<file path="src/rtl/pipe_stage_skid_if.sv">
// Valid/ready/data stream bundle used on both sides of the skid pipeline stage.
// The master drives valid and data. The slave drives ready.
interface pipe_stage_skid_if #(
   parameter int DATA_W = 256
) ();
   logic              valid;
   logic              ready;
   logic [DATA_W-1:0] data;

   modport master (output valid, output data, input ready);
   modport slave  (input valid, input data, output ready);
endinterface

</file>
<file path="src/rtl/pipe_stage_skid.sv">
// Pipeline stage register with a valid/ready handshake, a two-entry skid buffer,
// flush, forwarding taps and a saturating stall counter.
module pipe_stage_skid #(
   parameter int DATA_W  = 256,
   parameter int RD_LSB  = 0,
   parameter int WEN_BIT = 5,
   parameter int CNT_W   = 32
) (
   input  logic               clk,
   input  logic               rst,
   pipe_stage_skid_if.slave   up,
   pipe_stage_skid_if.master  dn,
   input  logic               flush,
   output logic               fwd0_wen,
   output logic [4:0]         fwd0_rd,
   output logic               fwd1_wen,
   output logic [4:0]         fwd1_rd,
   output logic [1:0]         occupancy,
   output logic [CNT_W-1:0]   stall_cnt,
   input  logic               cnt_clr
);

   // The encoding doubles as the occupancy count.
   typedef enum logic [1:0] {
      EMPTY = 2'd0,
      ONE   = 2'd1,
      FULL  = 2'd2
   } state_t;

   state_t            state_reg;
   logic [DATA_W-1:0] head_reg;
   logic [DATA_W-1:0] skid_reg;
   logic [CNT_W-1:0]  stall_cnt_reg;

   logic in_ready;
   logic out_valid;
   logic skid_valid;
   logic push;
   logic pop;

   // The ready/valid outputs decode registered state only, so there is no combinational path from dn.ready to up.ready.
   assign in_ready   = (state_reg != FULL);
   assign out_valid  = (state_reg != EMPTY);
   assign skid_valid = (state_reg == FULL);
   assign push       = up.valid && in_ready;
   assign pop        = out_valid && dn.ready;

   assign up.ready  = in_ready;
   assign dn.valid  = out_valid;
   assign dn.data   = head_reg;

   assign fwd0_wen  = out_valid && head_reg[WEN_BIT];
   assign fwd0_rd   = head_reg[RD_LSB +: 5];
   assign fwd1_wen  = skid_valid && skid_reg[WEN_BIT];
   assign fwd1_rd   = skid_reg[RD_LSB +: 5];
   assign occupancy = state_reg;
   assign stall_cnt = stall_cnt_reg;

   always_ff @(posedge clk or negedge rst) begin
      if (!rst) begin
         state_reg     <= EMPTY;
         head_reg      <= '0;
         skid_reg      <= '0;
         stall_cnt_reg <= '0;
      end else begin
         if (cnt_clr) begin
            stall_cnt_reg <= '0;
         end else if (out_valid && !dn.ready && (stall_cnt_reg != {CNT_W{1'b1}})) begin
            stall_cnt_reg <= stall_cnt_reg + 1'b1;
         end

         // A pop during a flush still completes because the downstream stage has already taken head_reg.
         if (flush) begin
            state_reg <= EMPTY;
         end else begin
            case (state_reg)
               EMPTY: begin
                  if (push) begin
                     head_reg  <= up.data;
                     state_reg <= ONE;
                  end
               end
               ONE: begin
                  if (push && pop) begin
                     head_reg <= up.data;
                  end else if (push) begin
                     skid_reg  <= up.data;
                     state_reg <= FULL;
                  end else if (pop) begin
                     state_reg <= EMPTY;
                  end
               end
               FULL: begin
                  if (pop) begin
                     head_reg  <= skid_reg;
                     state_reg <= ONE;
                  end
               end
               default: state_reg <= EMPTY;
            endcase
         end
      end
   end

endmodule
</file>
<file path="src/flat_wrapper.sv">
// flat-port wrapper written by rule: the top's interface ports become plain ports
module pipe_stage_skid_flat 
#(
   parameter int DATA_W  = 256,
   parameter int RD_LSB  = 0,
   parameter int WEN_BIT = 5,
   parameter int CNT_W   = 32
)
  (clk, rst, flush, fwd0_wen, fwd0_rd, fwd1_wen, fwd1_rd, occupancy, stall_cnt, cnt_clr, up_valid, up_data, up_ready, dn_valid, dn_data, dn_ready);
  pipe_stage_skid_if #(.DATA_W(DATA_W)) up_i ();
  pipe_stage_skid_if #(.DATA_W(DATA_W)) dn_i ();
  input  logic clk;
  input  logic rst;
  input  logic flush;
  output logic fwd0_wen;
  output logic [4:0] fwd0_rd;
  output logic fwd1_wen;
  output logic [4:0] fwd1_rd;
  output logic [1:0] occupancy;
  output logic [CNT_W-1:0] stall_cnt;
  input  logic cnt_clr;
  input wire logic [$bits(up_i.valid)-1:0] up_valid;
  input wire logic [$bits(up_i.data)-1:0] up_data;
  output wire logic [$bits(up_i.ready)-1:0] up_ready;
  output wire logic [$bits(dn_i.valid)-1:0] dn_valid;
  output wire logic [$bits(dn_i.data)-1:0] dn_data;
  input wire logic [$bits(dn_i.ready)-1:0] dn_ready;
  assign up_i.valid = up_valid;
  assign up_i.data = up_data;
  assign up_ready = up_i.ready;
  assign dn_valid = dn_i.valid;
  assign dn_data = dn_i.data;
  assign dn_i.ready = dn_ready;
  pipe_stage_skid #(.DATA_W(DATA_W), .RD_LSB(RD_LSB), .WEN_BIT(WEN_BIT), .CNT_W(CNT_W)) u_core (.clk(clk), .rst(rst), .up(up_i), .dn(dn_i), .flush(flush), .fwd0_wen(fwd0_wen), .fwd0_rd(fwd0_rd), .fwd1_wen(fwd1_wen), .fwd1_rd(fwd1_rd), .occupancy(occupancy), .stall_cnt(stall_cnt), .cnt_clr(cnt_clr));
endmodule
</file>
<file path="config.mk">
export PLATFORM = sky130hd
export DESIGN_NAME = pipe_stage_skid_flat
export DESIGN_NICKNAME = d
export VERILOG_FILES = /design/src/rtl/pipe_stage_skid_if.sv /design/src/rtl/pipe_stage_skid.sv /design/src/flat_wrapper.sv
export SDC_FILE = /design/constraint.sdc
export NUM_CORES = 1
export LEC_CHECK = 0
export BUFFER_PORTS_ARGS = -buffer_cell sky130_fd_sc_hd__buf_2
export CORE_MARGIN = 4
export CORE_UTILIZATION = 50
export DETAILED_ROUTE_END_ITERATION = 10
export HOLD_SLACK_MARGIN = 0.12
export PLACE_DENSITY = 0.85
export SETUP_SLACK_MARGIN = 0.1
export SYNTH_ARGS = -nofsm -noshare
export SYNTH_HDL_FRONTEND = slang
export SYNTH_SLANG_ARGS = --single-unit
</file>
<file path="constraint.sdc">
create_clock -name clk -period 2.7 [get_ports clk]
set_input_delay 0.54 -clock clk [delete_from_list [all_inputs] [get_ports clk]]
set_output_delay 0.54 -clock clk [all_outputs]
set_load 0.01 [all_outputs]
</file>
# After elaboration in Yosys (flattened, before gate mapping)
# Cells that the tools add are included.
[word_totals]
reg_bits = 546
word_cells = 46
inputBits = 262
[op_classes]
add_sub_neg = 1
mux = 13
n_reduce_logical = 15
bitwise_logic = 2
n_eq_ne = 11
[op_table]
columns = ["operator", "n"]
rows = [
  ["256-bit 2-to-1 mux", 3],
  ["256-bit case mux with 3 select lines", 1],
  ["32-bit 2-to-1 mux", 2],
  ["32-bit by 1-bit adder with 32-bit output, second input constant", 1],
  ["32-bit inequality test, second input constant", 1],
  ["2-bit 2-to-1 mux", 6],
  ["4-bit AND reduction", 2],
  ["1-bit logical AND", 7],
  ["3-bit inequality test, second input constant", 2],
  ["2-bit case mux with 3 select lines", 1],
  ["5-bit AND reduction", 1],
  ["2-bit by 1-bit inequality test with 1-bit output, second input constant", 2],
  ["2-bit inequality test, second input constant", 2],
  ["4-bit by 2-bit inequality test with 1-bit output, second input constant", 1],
  ["2-bit nonzero test", 2],
  ["3-bit by 2-bit inequality test with 1-bit output, second input constant", 1],
  ["3-bit nonzero test", 1],
  ["2-bit by 1-bit == test with 1-bit output, second input constant", 1],
  ["2-bit == test, second input constant", 1],
  ["2-bit zero test", 1],
  ["1-bit inverter", 2],
  ["1-bit zero test", 1],
]

# Logic depth before layout (Yosys ltp)
[depth]
ltp_word = 7
depth_mapped = 8
ltp_nobuf = 6

# Worst setup path before layout
# Ideal clock, no wire load.
[synth_path]
path_type = "reg2reg"
startpoint = "register u_core.stall_cnt_reg[0] (netlist: u_core.stall_cnt[0])"
endpoint = "register u_core.stall_cnt_reg[15] (netlist: u_core.stall_cnt[15])"
path_stages_with_launch = 9
setup_slack_ns = 0.599
t_arrival_ns = 1.977
required_time_ns = 2.576
setup_ns = 0.124
path_buffers = 2
cell_sequence = "dfrtp_1 > ha_1 > nand3_1 > or2_1 > nor4_4 > buf_2 > buf_2 > nor4_1 > o21bai_1"
[synth_between]
elab_chain_len = 3
elab_cells_between_ends = 6
[synth_lines]
columns = ["item", "line", "rtl"]
rows = [
  ["from (decl)", "pipe_stage_skid.sv:33", "logic [CNT_W-1:0] stall_cnt_reg;"],
  ["from (signal assigned)", "pipe_stage_skid.sv:69", "stall_cnt_reg <= stall_cnt_reg + 1'b1;"],
  ["32-bit by 1-bit adder with 32-bit output or 32-bit inequality test (tied branches)", "pipe_stage_skid.sv:69, pipe_stage_skid.sv:68", ""],
  ["32-bit 2-to-1 mux or 1-bit logical AND (tied branches)", "pipe_stage_skid.sv:68", "end else if (out_valid && !dn.ready && (stall_cnt_reg != {CNT_W{1'b1}})) begin"],
  ["32-bit 2-to-1 mux or 2-bit nonzero test (tied branches)", "-", ""],
]
# Parallel ways exist; a longest one is shown, timed or not. The select of a mux whose other input is x is not followed.
# A chain may end at the register's enable or synchronous reset.

# Worst setup path after layout
[layout_path]
startpoint = "register u_core.state_reg[1] (netlist: u_core.occupancy[1])"
endpoint = "output fwd1_wen"
[layout_between]
elab_chain_len = 2
[layout_lines]
columns = ["item", "line", "rtl"]
rows = [
  ["from (decl)", "pipe_stage_skid.sv:30", "state_t state_reg;"],
  ["from (signal assigned)", "pipe_stage_skid.sv:61", "state_reg <= EMPTY;"],
  ["from (signal assigned)", "pipe_stage_skid.sv:74", "state_reg <= EMPTY;"],
  ["from (signal assigned)", "pipe_stage_skid.sv:80", "state_reg <= ONE;"],
  ["2-bit == test", "pipe_stage_skid.sv:44", "assign skid_valid = (state_reg == FULL);"],
  ["1-bit logical AND", "pipe_stage_skid.sv:54", "assign fwd1_wen = skid_valid && skid_reg[WEN_BIT];"],
  ["to (decl)", "flat_wrapper.sv:17", "output logic fwd1_wen;"],
]
# No other way between the ends.

==> flow_summary_export.csv <==
group,metric,value,unit
global_route,met3_usage,0.0686,
clock_network,numCtsBuffers,55,
floorplanning,fp.dieH,222,um
sta,tns,0,ps
global_route,grt_usage,0.263,
logic_synthesis,synthCells,2177,
detailed_routing,vias,19200,
logic_synthesis,synth.distinct_cells,38,
clock_network,cts_max_path_buffers,3,
detailed_routing,detail_route.wl_per_cell,19.9,um
power,total_leakage_power,13.3,nW
sta,slew_violations,0,
critical_path,crit_family,"simple AND/OR/NAND/NOR gates",
critical_path,worst-path-max-fanout,7,
global_route,grt_pass1_vias,19600,
placed_design,post_dp_cell_area,26500,um^2
clock_network,cts_sinks,546,
clock_network,h-tree-depth,2,
sta,grt_setup_unrepaired,"false",
floorplanning,start_util,0.505,
sta,period_minus_slack,2480,ps
placed_design,io_buffers,565,
logic_synthesis,synth_area,22800,um^2
hold_path,hold_class,"primary input to register",
critical_path,crit_path_start,"u_core.occupancy[1]$_DFFE_PN0P_",
clock_network,cts.reportedPaths.clkPinSlew,60,ps
clock_network,cts_root_buffer,"clkbuf_16",
power,powerDensity,819,nW/um^2
critical_path,worstPathArrival,1940,ps
detailed_routing,wl,66800,um
logic_synthesis,ys_ff_latch,546,
logic_synthesis,syn-mean-instance-area,10.5,um^2
critical_path,crit_required,2160,ps
sta,fin_crit_sh,0.918,
global_route,gr-max-usage-layer,"met2",
final_layout,multi_input_area,8540,um^2
global_route,grt_pass1_wl,106000,um
hold_path,min_path_cells,2,
critical_path,slowest_stage,"dfrtp_1",
placed_design,gp_congestion,0.891,
logic_synthesis,syn-num-nets,2440,
detailed_routing,drtIter0Drc,1606,
final_layout,nets,2953,
critical_path,critPathCapture,"fwd1_wen",
critical_path,cp.depth,3,
critical_path,timing.rr.start,"u_core.occupancy[1]$_DFFE_PN0P_",
critical_path,r2r_cells,7,
detailed_routing,drt.antenna.violating_nets,0,
sta,finalSetupViolCount,0,
critical_path,cp_cell_sequence,"nor2b_4, and2_1, buf_2",
detailed_routing,drc,0,
power,ir_drop,0.658,mV
placed_design,dp_hpwl,45700,um
run_status,status,"finished, final reports clean",
critical_path,crit_type,"register to primary output",
global_route,met2_usage,0.436,
global_route,met1_usage,0.314,
clock_network,cts_tree,"yes",
critical_path,reg2reg_slack,380,ps
logic_synthesis,ys_seq_area_frac,0.598,
clock_network,clk_latency,600,ps
final_layout,stdcell_area,28400,um^2
sta,final.setup.worst_slack,223,ps
sta,tightest_slew,1020,ps
clock_network,cts_setup_buffers,0,
final_layout,fillers,3335,
sta,clock.fmax,404,MHz
sta,max_slew_margin,0.320,
global_route,grt_max_degree,148,
detailed_routing,routed_via_density,5.73,
floorplanning,die_area,49200,um^2
global_route,grt_antenna_before_repair,23,
critical_path,worst_setup_path_start_kind,"register",
critical_path,max_stage_delay,550,ps
floorplanning,pin_count,566,
global_route,overflow,0,
critical_path,r2r-end,"u_core.dn.data[81]$_DFFE_PN0P_",
floorplanning,num_rows,78,
final_layout,drive_above_1_share,0.357,
job,drv_cap,0,
logic_synthesis,ys.warnings.count,0,
floorplanning,die_w,222,um
placed_design,post-place-ws,295,ps
final_layout,syn_to_final_growth,24.4,%
critical_path,crit_path_end_kind,"primary output",
sta,fin_skew,15.6,ps
final_layout,seq_area,13700,um^2
detailed_routing,firstDrtPassIters,6,
floorplanning,core_area,45300,um^2
sta,finalHoldViolCount,0,
critical_path,cp_num_buf_inv,1,
-- power by group --
| part | switching (mW) | total (mW) | internal [mW] | leakage (nW) |
|---|---|---|---|---|
| clock network | 3.19 | 7.84 | 4.65 | 0.923 |
| registers | 1.11 | 11.2 | 10.1 | 6.43 |
| logic | 2.23 | 4.29 | 2.06 | 5.93 |
-- cell families after synthesis --
logic type,synth area share
compound gates,0.0853
mux,0.129
buf+inv,0.0295
fa+ha+maj,0.000548
flops,0.598
simple gates,0.157
xor+xnor,0.000383
-- layer usage --
metal  up-vias  routed length [um]
li1       8519                   -
met1      9438               23700
met2      1034               32900
met3       240                6160
met4         2                3970
met5         -                   8
-- placed cells by master, fill, tap and decap left out, types with 2 or more instances in the layout --
cell type and count:
buf_2 564, dfrtp_1 546, nand2_1 528, nor2_1 270, mux2_2 261, a31oi_1 256
clkbuf_16 57, buf_4 35, a21oi_1 26, diode_2 22, buf_12 21, o31ai_1 18
clkbuf_1 18, or4_1 17, clkbuf_8 14, nand4_1 12, nand3_1 10, nor2b_1 7
or3_1 7, and3_1 7, o21ai_0 6, clkinv_2 6, and4_1 5, nor3_1 4
nand2b_1 4, and2_1 4, bufinv_16 4, o21bai_1 3, nor4_1 3, inv_6 2
-- cell type report --
| type | instances | share of cell area |
|---|---|---|
| antenna | 22 | 0.00194 |
| clock inverter | 13 | 0.00660 |
| multi-input combinational | 1463 | 0.300 |
| timing repair buffer | 622 | 0.124 |
| clock buffer | 89 | 0.0593 |
| inverter | 2 | 0.000528 |
| tap | 600 | 0.0264 |
| sequential | 546 | 0.481 |
-- cell usage after synthesis, drive strengths merged --
cell type	n	area (um^2)
a21o	1	7.51
a21oi	27	135
a31oi	256	1600
and2	4	25.0
and3	7	43.8
and4	5	43.8
buf	18	111
clkbuf	148	556
clkinv	1	3.75
dfrtp	546	13700
ha	1	12.5
inv	1	3.75
mux2	261	2940
mux2i	1	10.0
nand2	528	1980
nand2b	4	25.0
nand3	12	65.1
nand4	12	75.1
nor2	270	1010
nor2b	8	50.1
nor3	4	20.0
nor4	4	40.0
o21a	1	7.51
o21ai	6	30.0
o21ba	1	10.0
o21bai	3	22.5
o31ai	18	135
or2	2	12.5
or3	8	55.1
or4	18	139
xor2	1	8.76
-- through the flow --
step	hold WS [ps]	util	instances	power, mW
floorplan	244	-	2177	13.4
global placement	479	0.585	3232	15.1
detailed placement	490	0.585	3232	15.5
CTS	143	0.627	3335	23.4
global route	161	0.628	3355	24.4
finish	189	0.628	3357	23.3
-- repair_timing --
action,in CTS,in global routing
endpoints found under the hold margin,43,0
hold buffers,1,0
gates resized for setup,0,0
-- worst min-delay path by stage --
stage,start,end
floorplan,rst,u_core.dn.data[0]$_DFFE_PN0P_
global placement,u_core.skid_reg[5]$_DFFE_PN0P_,u_core.skid_reg[5]$_DFFE_PN0P_
detailed placement,u_core.skid_reg[5]$_DFFE_PN0P_,u_core.skid_reg[5]$_DFFE_PN0P_
CTS,up_data[64],u_core.skid_reg[64]$_DFFE_PN0P_
global route,up_data[98],u_core.skid_reg[98]$_DFFE_PN0P_
finish,flush,u_core.occupancy[0]$_DFFE_PN0P_
No activity file was read; power rests on OpenSTA's default activity.
